===== src/rtl/cache_pkg.sv =====
// rtl/cache_pkg.sv - shared constants for the instruction cache read-data path
package cache_pkg;

    // Default width of one cache word on the read-data path.
    localparam int READ_WORD_WIDTH = 20;

    // Width of the optional output stall counter.
    localparam int STALL_CNT_W = 16;

endpackage


===== src/rtl/arb_src_fifo.sv =====
// rtl/arb_src_fifo.sv - per-source word FIFO feeding the cache output arbiter
module arb_src_fifo #(
    parameter int WIDTH = 20,
    parameter int DEPTH = 2
) (
    input  logic             i_clk,
    input  logic             i_reset,
    input  logic             i_push,
    input  logic [WIDTH-1:0] i_push_data,
    input  logic             i_pop,
    output logic [WIDTH-1:0] o_pop_data,
    output logic             o_full,
    output logic             o_empty
);

    localparam int AW = $clog2(DEPTH);

    logic [AW:0]      wr_ptr_q, wr_ptr_d;
    logic [AW:0]      rd_ptr_q, rd_ptr_d;
    logic [WIDTH-1:0] mem_q [DEPTH];
    logic             do_push;
    logic             do_pop;

    // One extra pointer bit tells full apart from empty when the indices match.
    assign o_full     = (wr_ptr_q[AW] != rd_ptr_q[AW]) && (wr_ptr_q[AW-1:0] == rd_ptr_q[AW-1:0]);
    assign o_empty    = (wr_ptr_q == rd_ptr_q);
    assign o_pop_data = mem_q[rd_ptr_q[AW-1:0]];

    // Advance pointers; pushes into a full FIFO and pops from an empty one are ignored.
    always_comb begin
        do_push  = i_push && !o_full;
        do_pop   = i_pop && !o_empty;
        wr_ptr_d = wr_ptr_q;
        rd_ptr_d = rd_ptr_q;
        if (do_push) begin
            wr_ptr_d = wr_ptr_q + {{AW{1'b0}}, 1'b1};
        end
        if (do_pop) begin
            rd_ptr_d = rd_ptr_q + {{AW{1'b0}}, 1'b1};
        end
    end

    // Pointer registers; reset empties the FIFO.
    always_ff @(posedge i_clk) begin
        if (i_reset) begin
            wr_ptr_q <= '0;
            rd_ptr_q <= '0;
        end else begin
            wr_ptr_q <= wr_ptr_d;
            rd_ptr_q <= rd_ptr_d;
        end
    end

    // Storage needs no reset; the pointers decide what is valid.
    always_ff @(posedge i_clk) begin
        if (do_push) begin
            mem_q[wr_ptr_q[AW-1:0]] <= i_push_data;
        end
    end

endmodule


===== src/rtl/cache_out_arb.sv =====
// rtl/cache_out_arb.sv - round-robin output arbiter over per-source FIFOs (option: CACHE_OUT_ARB_STALL_CNT_EN)
import cache_pkg::*;

module cache_out_arb #(
    parameter int  WORD_WIDTH = READ_WORD_WIDTH,
    parameter int  NUM_SRC    = 2,
    parameter int  FIFO_DEPTH = 2,
    localparam int SRC_W      = $clog2(NUM_SRC)
) (
    input  logic                          i_clk,
    input  logic                          i_reset,
    input  logic [NUM_SRC*WORD_WIDTH-1:0] i_src_word,
    input  logic [NUM_SRC-1:0]            i_src_valid,
    output logic [NUM_SRC-1:0]            o_src_ready,
    input  logic                          i_lock_valid,
    input  logic [SRC_W-1:0]              i_lock_src,
    output logic [WORD_WIDTH-1:0]         o_cache_word,
    output logic                          o_cache_word_valid,
    output logic [SRC_W-1:0]              o_cache_src,
    input  logic                          i_cache_word_ready
`ifdef CACHE_OUT_ARB_STALL_CNT_EN
    ,
    output logic [STALL_CNT_W-1:0]        o_stall_count
`endif
);

    logic [NUM_SRC-1:0]    fifo_full;
    logic [NUM_SRC-1:0]    fifo_empty;
    logic [NUM_SRC-1:0]    fifo_pop;
    logic [WORD_WIDTH-1:0] fifo_data [NUM_SRC];

    logic [NUM_SRC-1:0]    elig;
    logic                  grant_found;
    logic [SRC_W-1:0]      grant_src;
    logic [WORD_WIDTH-1:0] grant_word;
    logic                  load;

    logic [SRC_W-1:0]      rr_q, rr_d;
    logic [WORD_WIDTH-1:0] word_q, word_d;
    logic                  valid_q, valid_d;
    logic [SRC_W-1:0]      src_q, src_d;

    // Ready depends only on FIFO state, never on a same-cycle pop.
    assign o_src_ready = ~fifo_full;

    for (genvar g = 0; g < NUM_SRC; g++) begin : g_src
        arb_src_fifo #(
            .WIDTH (WORD_WIDTH),
            .DEPTH (FIFO_DEPTH)
        ) u_fifo (
            .i_clk       (i_clk),
            .i_reset     (i_reset),
            .i_push      (i_src_valid[g] && !fifo_full[g]),
            .i_push_data (i_src_word[g*WORD_WIDTH +: WORD_WIDTH]),
            .i_pop       (fifo_pop[g]),
            .o_pop_data  (fifo_data[g]),
            .o_full      (fifo_full[g]),
            .o_empty     (fifo_empty[g])
        );
    end

    // Round-robin search from rr upward, wrapping; a lock narrows eligibility to one source.
    always_comb begin
        elig        = '0;
        grant_found = 1'b0;
        grant_src   = '0;
        grant_word  = '0;
        fifo_pop    = '0;
        for (int s = 0; s < NUM_SRC; s++) begin
            elig[s] = !fifo_empty[s] && (!i_lock_valid || (i_lock_src == SRC_W'(s)));
        end
        for (int s = 0; s < NUM_SRC; s++) begin
            if (!grant_found && elig[s] && (SRC_W'(s) >= rr_q)) begin
                grant_found = 1'b1;
                grant_src   = SRC_W'(s);
            end
        end
        for (int s = 0; s < NUM_SRC; s++) begin
            if (!grant_found && elig[s]) begin
                grant_found = 1'b1;
                grant_src   = SRC_W'(s);
            end
        end
        load = grant_found && (!valid_q || i_cache_word_ready);
        for (int s = 0; s < NUM_SRC; s++) begin
            if (grant_src == SRC_W'(s)) begin
                grant_word  = fifo_data[s];
                fifo_pop[s] = load;
            end
        end
    end

    // Output register: load on a grant when free, drop valid when consumed, otherwise hold.
    always_comb begin
        rr_d    = rr_q;
        word_d  = word_q;
        valid_d = valid_q;
        src_d   = src_q;
        if (load) begin
            valid_d = 1'b1;
            word_d  = grant_word;
            src_d   = grant_src;
            rr_d    = (grant_src == SRC_W'(NUM_SRC - 1)) ? '0 : grant_src + SRC_W'(1);
        end else if (i_cache_word_ready) begin
            valid_d = 1'b0;
        end
    end

    // Arbiter state registers.
    always_ff @(posedge i_clk) begin
        if (i_reset) begin
            rr_q    <= '0;
            word_q  <= '0;
            valid_q <= 1'b0;
            src_q   <= '0;
        end else begin
            rr_q    <= rr_d;
            word_q  <= word_d;
            valid_q <= valid_d;
            src_q   <= src_d;
        end
    end

    assign o_cache_word       = word_q;
    assign o_cache_word_valid = valid_q;
    assign o_cache_src        = src_q;

`ifdef CACHE_OUT_ARB_STALL_CNT_EN
    logic [STALL_CNT_W-1:0] stall_cnt_q, stall_cnt_d;

    // Count cycles where a word waits on the fetch unit, saturating at all ones.
    always_comb begin
        stall_cnt_d = stall_cnt_q;
        if (valid_q && !i_cache_word_ready && (stall_cnt_q != {STALL_CNT_W{1'b1}})) begin
            stall_cnt_d = stall_cnt_q + STALL_CNT_W'(1);
        end
    end

    // Stall counter register.
    always_ff @(posedge i_clk) begin
        if (i_reset) begin
            stall_cnt_q <= '0;
        end else begin
            stall_cnt_q <= stall_cnt_d;
        end
    end

    assign o_stall_count = stall_cnt_q;
`endif

endmodule

===== config.mk =====
export PLATFORM = sky130hd
export DESIGN_NAME = cache_out_arb
export DESIGN_NICKNAME = d
export VERILOG_FILES = /design/src/rtl/cache_pkg.sv /design/src/rtl/arb_src_fifo.sv /design/src/rtl/cache_out_arb.sv
export SDC_FILE = /design/constraint.sdc
export NUM_CORES = 1
export LEC_CHECK = 0
export ABC_AREA = 0
export CAP_MARGIN = 15
export CORE_ASPECT_RATIO = 1.1
export CORE_UTILIZATION = 33
export DETAILED_ROUTE_END_ITERATION = 8
export DONT_BUFFER_PORTS = 1
export MAX_ROUTING_LAYER = met4
export PLACE_DENSITY_LB_ADDON = 0.08
export SLEW_MARGIN = 20
export SYNTH_ARGS = -nofsm -noshare
export SYNTH_HDL_FRONTEND = slang
export SYNTH_SLANG_ARGS = --single-unit

===== constraint.sdc =====
create_clock -name i_clk -period 2.5 [get_ports i_clk]
set_clock_uncertainty 0.2 [all_clocks]
set_input_delay 0.25 -clock i_clk [delete_from_list [all_inputs] [get_ports i_clk]]
set_output_delay 0.25 -clock i_clk [all_outputs]
set_load 0.01 [all_outputs]

==> results_dict.tcl, run 1 <==
set metrics [dict create \
    die_y_um 122 \
    clkSinkCount 113 \
    dr_wl_met3_um 434 \
    clock_latency_ps 410 \
    whs_ps 11.0 \
    antenna_found_initial 0 \
    route.detailed.drc 6 \
    wl_um 9120 \
    grt_pass1_vias 2671 \
    dp_worst_setup_slack_ps 125 \
    path_class "flip-flop to flip-flop" \
    cts-buffers-inserted 17 \
    outcome "finished with violations" \
    cts_tree "yes" \
    slowest_stage "or3b_2" \
    setup.worst_path.end_class "flip-flop" \
    grt_usage_pct 14.8 \
    grt_remaining_overflow 0 \
    viasPerCell 4.70 \
    start_util_pct 34.1 \
    ios 71 \
    fmax_mhz 433 \
    diodes 0 \
    tns_ps 0 \
    drive_gt1_share_pct 11.7 \
    cp.arrival_ps 2430 \
    wl_met1_um 4370 \
    yosysSeqAreaShare_pct 70.7 \
    clk_path_buf_depth 2 \
    grt_pass1_wl_um 14400 \
    dr_wl_met2_um 4140 \
    grt_start_max_net_pins 35 \
    nFillCells 1204 \
    syn-instance-count 309 \
    period_share_pct 92.3 \
    core_area_mm2 0.0127 \
    clkTransAtPathRegs_ps 50 \
    postSynthAreaPerCell_um2 14.0 \
    ant_nets 0 \
    die_area_mm2 0.0136 \
    wire_per_inst_um 16.9 \
    finalNetCount 417 \
    die_w_um 111 \
    vias 2537 \
    clock-root-buffer "clkbuf_16" \
    setup.worst_path.start_class "flip-flop" \
    post_cts_buffers 0 \
    slew_viol_final 0 \
    slew_headroom_pct 66.7 \
    violations "DRC" \
    highest_layer "met4" \
    dr.pass1.iters 6 \
    postPlaceCellArea_mm2 0.00454 \
    irDropWorstVdd_mv 0.330 \
    htreeDepth 4 \
    multiInputGateArea_mm2 0.00110 \
    fin_area_mm2 0.00560 \
    cellLeakagePower_nw 1.94 \
    ys_seq_elements 113 \
    syn_area_mm2 0.00433 \
    finalCriticalPeriod_ps 2310 \
    synth_fp_nets 356 \
    hold_violations 0 \
    fp-row-count 43 \
    yosysUniqueCellTypes 30 \
    numPortBuffers 0 \
    slowest_delay_ps 710 \
    rsz0062_at_grt "false" \
    ys_warn_count 0 \
    setup_viol 0 \
    fin_ws_ps 192 \
    cp_max_fo 20 \
    area_delta_synth_final_pct 29.4 \
    powerDensity_mw_per_mm2 1140 \
    drv_cap 0 \
    place_congestion 0.722 \
    drt_iter0_markers 134 \
    max_slew.worst_pin.slew_ps 497 \
    crit_required_ps 2620 \
    hold_class "input port to flip-flop" \
    cp_cell_sequence "xor2_1 > o211ai_1 > or3b_2 > o221ai_1" \
    seq_area_mm2 0.00306 \
    dp_hpwl_um 5830 \
]
## layout by cell type (no fill, tap or decap), types with 2 or more instances in the layout
cell and count:
bufinv_16 2, xor2_1 7, clkinv_2 3, o21ai_0 6, clkinv_4 3, nand2b_1 5
edfxtp_1 80, mux2i_1 40, dlygate4sd3_1 47, nor2_1 28, clkinvlp_4 5, o221ai_1 20
xnor2_1 3, clkbuf_16 17, nand3_1 21, a21oi_1 3, dfxtp_1 33, buf_4 11
or3_1 2, o211ai_1 4, inv_1 26
## worst paths after layout
path / startpoint / to / slack (ps) / depth (start not counted)
max: g_src[1].u_fifo.wr_ptr_q[0] / o_cache_word[6] / 190 / 4
min: i_lock_src / o_cache_word_valid / 10 / 3
max reg2reg: g_src[1].u_fifo.wr_ptr_q[0] / o_cache_word[6] / 190 / 4
min reg2reg: g_src[1].u_fifo.rd_ptr_q[1] / g_src[1].u_fifo.rd_ptr_q[1] / 330 / 2
## layout make-up
type                            instances  share of cell area [%]
Sequential cell                       113                    54.7
Multi-Input combinational cell        153                    19.6
Timing Repair Buffer                   59                    10.2
Clock buffer                           18                    7.66
Tap cell                              157                    3.51
Clock inverter                         14                    2.55
Inverter                               26                    1.74
## cells in the mapped netlist (all sizes together)
| cell type | n | area (µm²) |
|---|---|---|
| nor2b | 1 | 6.26 |
| a22o | 1 | 8.76 |
| mux2i | 40 | 400 |
| or3 | 2 | 12.5 |
| o221ai | 20 | 175 |
| o211ai | 4 | 30.0 |
| a21oi | 3 | 15.0 |
| or4 | 1 | 7.51 |
| a222oi | 1 | 10.0 |
| clkbuf | 11 | 42.5 |
| xnor2 | 3 | 26.3 |
| a311oi | 1 | 8.76 |
| o22ai | 1 | 6.26 |
| a31oi | 1 | 6.26 |
| o21ai | 6 | 30.0 |
| o31ai | 1 | 7.51 |
| a31o | 1 | 8.76 |
| a221oi | 1 | 8.76 |
| inv | 26 | 97.6 |
| xor2 | 7 | 61.3 |
| nor2 | 29 | 109 |
| nand2b | 5 | 31.3 |
| a22oi | 1 | 7.51 |
| edfxtp | 80 | 2400 |
| and2 | 1 | 6.26 |
| or3b | 1 | 8.76 |
| dfxtp | 33 | 661 |
| buf | 6 | 30.0 |
| nand3 | 21 | 105 |
## routing by layer
layer | vias up | global-route usage (%)
li1 | 1273 | -
met1 | 1193 | 18.0
met4 | 0 | 7.35
met2 | 57 | 22.8
met5 | - | -
met3 | 14 | 4.13
## power breakdown
| group | internal (W) | switching, W | total, W |
|---|---|---|---|
| clock | 0.00146 | 0.000833 | 0.00229 |
| sequential | 0.00245 | 0.000292 | 0.00274 |
| combinational | 0.000566 | 0.000815 | 0.00138 |
| total | 0.00447 | 0.00194 | 0.00641 |
## flip-flops by register name, summed over array words and instances (netlist names), named ones only
register,count
g_src.u_fifo.mem_q,80
g_src.u_fifo.rd_ptr_q,4
g_src.u_fifo.wr_ptr_q,4
o_cache_src,1
o_cache_word,20
o_cache_word_valid,1
rr_q,1
## through the flow
stage	instances	util [%]	total power, W
3_3_place_gp	460	35.8	0.00409
3_5_place_dp	460	35.8	0.00411
4_1_cts	540	44.1	0.00650
2_1_floorplan	309	-	0.00370
5_1_grt	540	44.1	0.00677
6_report	540	44.1	0.00641
## cell families (layout without fill, tap and decap cells)
family / count (synthesis) / after routing / share of synthesized area (%)
muxes: 40 / 40 / 9.25
buffers and inverters: 43 / 117 / 3.93
xor gates and xnor gates: 10 / 10 / 2.02
AOI/OAI and AO/OA: 42 / 42 / 7.45
DFF: 113 / 113 / 70.7
and+or+nand+nor: 61 / 61 / 6.62
## critical path: cells and delay by family, from the launching register on
kind	cells	cell delay [ps]
AO/OA/AOI/OAI	2	730
XOR/XNOR	1	220
flip-flops	1	350
AND/OR/NAND/NOR	1	710
## repair_timing
item                                    CTS  global route
endpoints found under the setup margin    0             9
endpoints found under the hold margin   113             0
resized for setup                         0             1
hold buffers                             48             0
(Power assumes the default switching activity.)
==> inputs of run 2 (changes only) <==
Settings changed: CORE_UTILIZATION 33 to 39, MAX_ROUTING_LAYER met4 to unset.
==> results_dict.tcl, run 2 (same netlist as run 1, synthesis figures left out) <==
set metrics [dict create \
    numPortBuffers 0 \
    cellLeakagePower_nw 1.95 \
    whs_ps 131 \
    cts-buffers-inserted 17 \
    ant_nets 0 \
    outcome "completed" \
    wire_per_inst_um 17.4 \
    setup_viol 0 \
    antenna_found_initial 0 \
    die_w_um 102 \
    drt_iter0_markers 134 \
    grt_usage_pct 17.7 \
    reg2reg_from "g_src[1].u_fifo.rd_ptr_q[1]" \
    core_area_mm2 0.0106 \
    slowest_stage "dlygate4sd3_1" \
    start_util_pct 40.9 \
    max_slew.worst_pin.slew_ps 694 \
    setup.worst_path.start_class "flip-flop" \
    period_share_pct 91.6 \
    r2r_cells 5 \
    clock_latency_ps 400 \
    die_y_um 113 \
    final_cell_mix "edfxtp_1 (80), dlygate4sd3_1 (50), mux2i_1 (40), dfxtp_1 (33), nor2_1 (27)" \
    drive_gt1_share_pct 11.2 \
    dp_hpwl_um 5530 \
    area_delta_synth_final_pct 29.2 \
    powerDensity_mw_per_mm2 1130 \
    hold_class "input port to flip-flop" \
    grt_pass1_vias 2865 \
    clk_path_buf_depth 2 \
    htreeDepth 4 \
    clkSinkCount 113 \
    tns_ps 0 \
    crit_required_ps 2640 \
    cts_tree "yes" \
    reg2reg_to "g_src[1].u_fifo.rd_ptr_q[0]" \
    grt_pass1_wl_um 14700 \
    largest_register_ffs 80 \
    whs_endpoint "o_cache_word[0]" \
    clock-root-buffer "clkbuf_16" \
    place_congestion 0.711 \
    clkTransAtPathRegs_ps 50 \
    wl_um 9190 \
    fp-row-count 39 \
    route.detailed.drc 0 \
    slew_viol_final 0 \
    slew_headroom_pct 53.5 \
    grt_remaining_overflow 0 \
    viasPerCell 4.98 \
    cp_cell_sequence "xor2_2 > o211ai_1 > or3_1 > a21oi_1 > dlygate4sd3_1" \
    finalCriticalPeriod_ps 2290 \
    path_class "flip-flop to flip-flop" \
    die_area_mm2 0.0115 \
    drv_cap 0 \
    ios 71 \
    diodes 0 \
    path_delay_family "buffers and inverters" \
    cp_max_fo 8 \
    grt_start_max_net_pins 35 \
    slowest_delay_ps 550 \
    final_common_cell "edfxtp_1" \
    finalNetCount 419 \
    dr.pass1.iters 4 \
    min_path_cells 2 \
    hold_violations 0 \
    vias 2629 \
    min-delay-start "i_reset" \
    irDropWorstVdd_mv 0.516 \
    critPathBufInv 1 \
    fmax_mhz 437 \
    rsz0062_at_grt "false" \
    r2r_slack_ps 210 \
    setup.worst_path.end_class "flip-flop" \
    cp.arrival_ps 2430 \
]
## run 2: changes by cell type in the layout (fill, tap and decap cells not counted), moves of 2 or more
cell and change:
clkinvlp_4 -4, xor2_2 +2, clkbuf_1 +6, clkinv_4 -3, xor2_1 -2, clkbuf_8 +2, dlygate4sd3_1 +3
## run 2: worst max-delay path by stage
stage | cells past startpoint | slack (ps) | endpoint | startpoint
2_1_floorplan | 3 | 220 | g_src[1].u_fifo.mem_q[0][0] | g_src[1].u_fifo.wr_ptr_q[0]
3_3_place_gp | 4 | 190 | o_cache_word[14] | g_src[1].u_fifo.wr_ptr_q[0]
3_5_place_dp | 4 | 140 | o_cache_word[17] | g_src[1].u_fifo.wr_ptr_q[0]
4_1_cts | 4 | 110 | o_cache_word[17] | g_src[1].u_fifo.wr_ptr_q[0]
5_1_grt | 6 | 20 | g_src[1].u_fifo.rd_ptr_q[0] | g_src[0].u_fifo.wr_ptr_q[1]
6_report | 5 | 210 | g_src[1].u_fifo.rd_ptr_q[0] | g_src[1].u_fifo.rd_ptr_q[1]
## run 2: cell type report
cell class	instances	area [µm²]
clock buffer	26	479
multi-input combinational	153	1120
fill	960	5000
sequential	113	3060
tap	143	179
timing repair buffer	61	596
inverter	26	97.6
clock inverter	6	57.6
## run 2: what timing repair did
item	4_1_cts	5_1_grt
hold buffers	51	0
endpoints found under the hold margin	114	0
buffers inserted	0	1
gates resized for setup	0	5
setup endpoints to repair	0	21
## run 2: where the power goes
part	internal (W)	total, W	switching (W)
registers	0.00245	0.00275	0.000299
clock network	0.00141	0.00216	0.000755
logic	0.000589	0.00142	0.000834
## run 2: through the flow
stage                     utilization, %  instances  cell area [µm²]  power [W]  setup slack (ps)
after detailed placement            42.6        444             4510    0.00409               136
after global routing                52.8        528             5590    0.00668              23.0
after CTS                           52.6        527             5570    0.00637               113
after global placement              42.6        444             4510    0.00408               191
final                               52.8        528             5590    0.00634               211
after floorplan                        -        309             4330    0.00370               224
## run 2: routing by layer
metal | GRT usage, % | part of all wire, % | vias to the layer above
met5 | 0 | 0 | -
met3 | 7.22 | 6.7 | 7
met1 | 19.6 | 40 | 1262
li1 | - | - | 1280
met4 | 6.10 | 0.96 | 0
met2 | 30.3 | 53 | 80
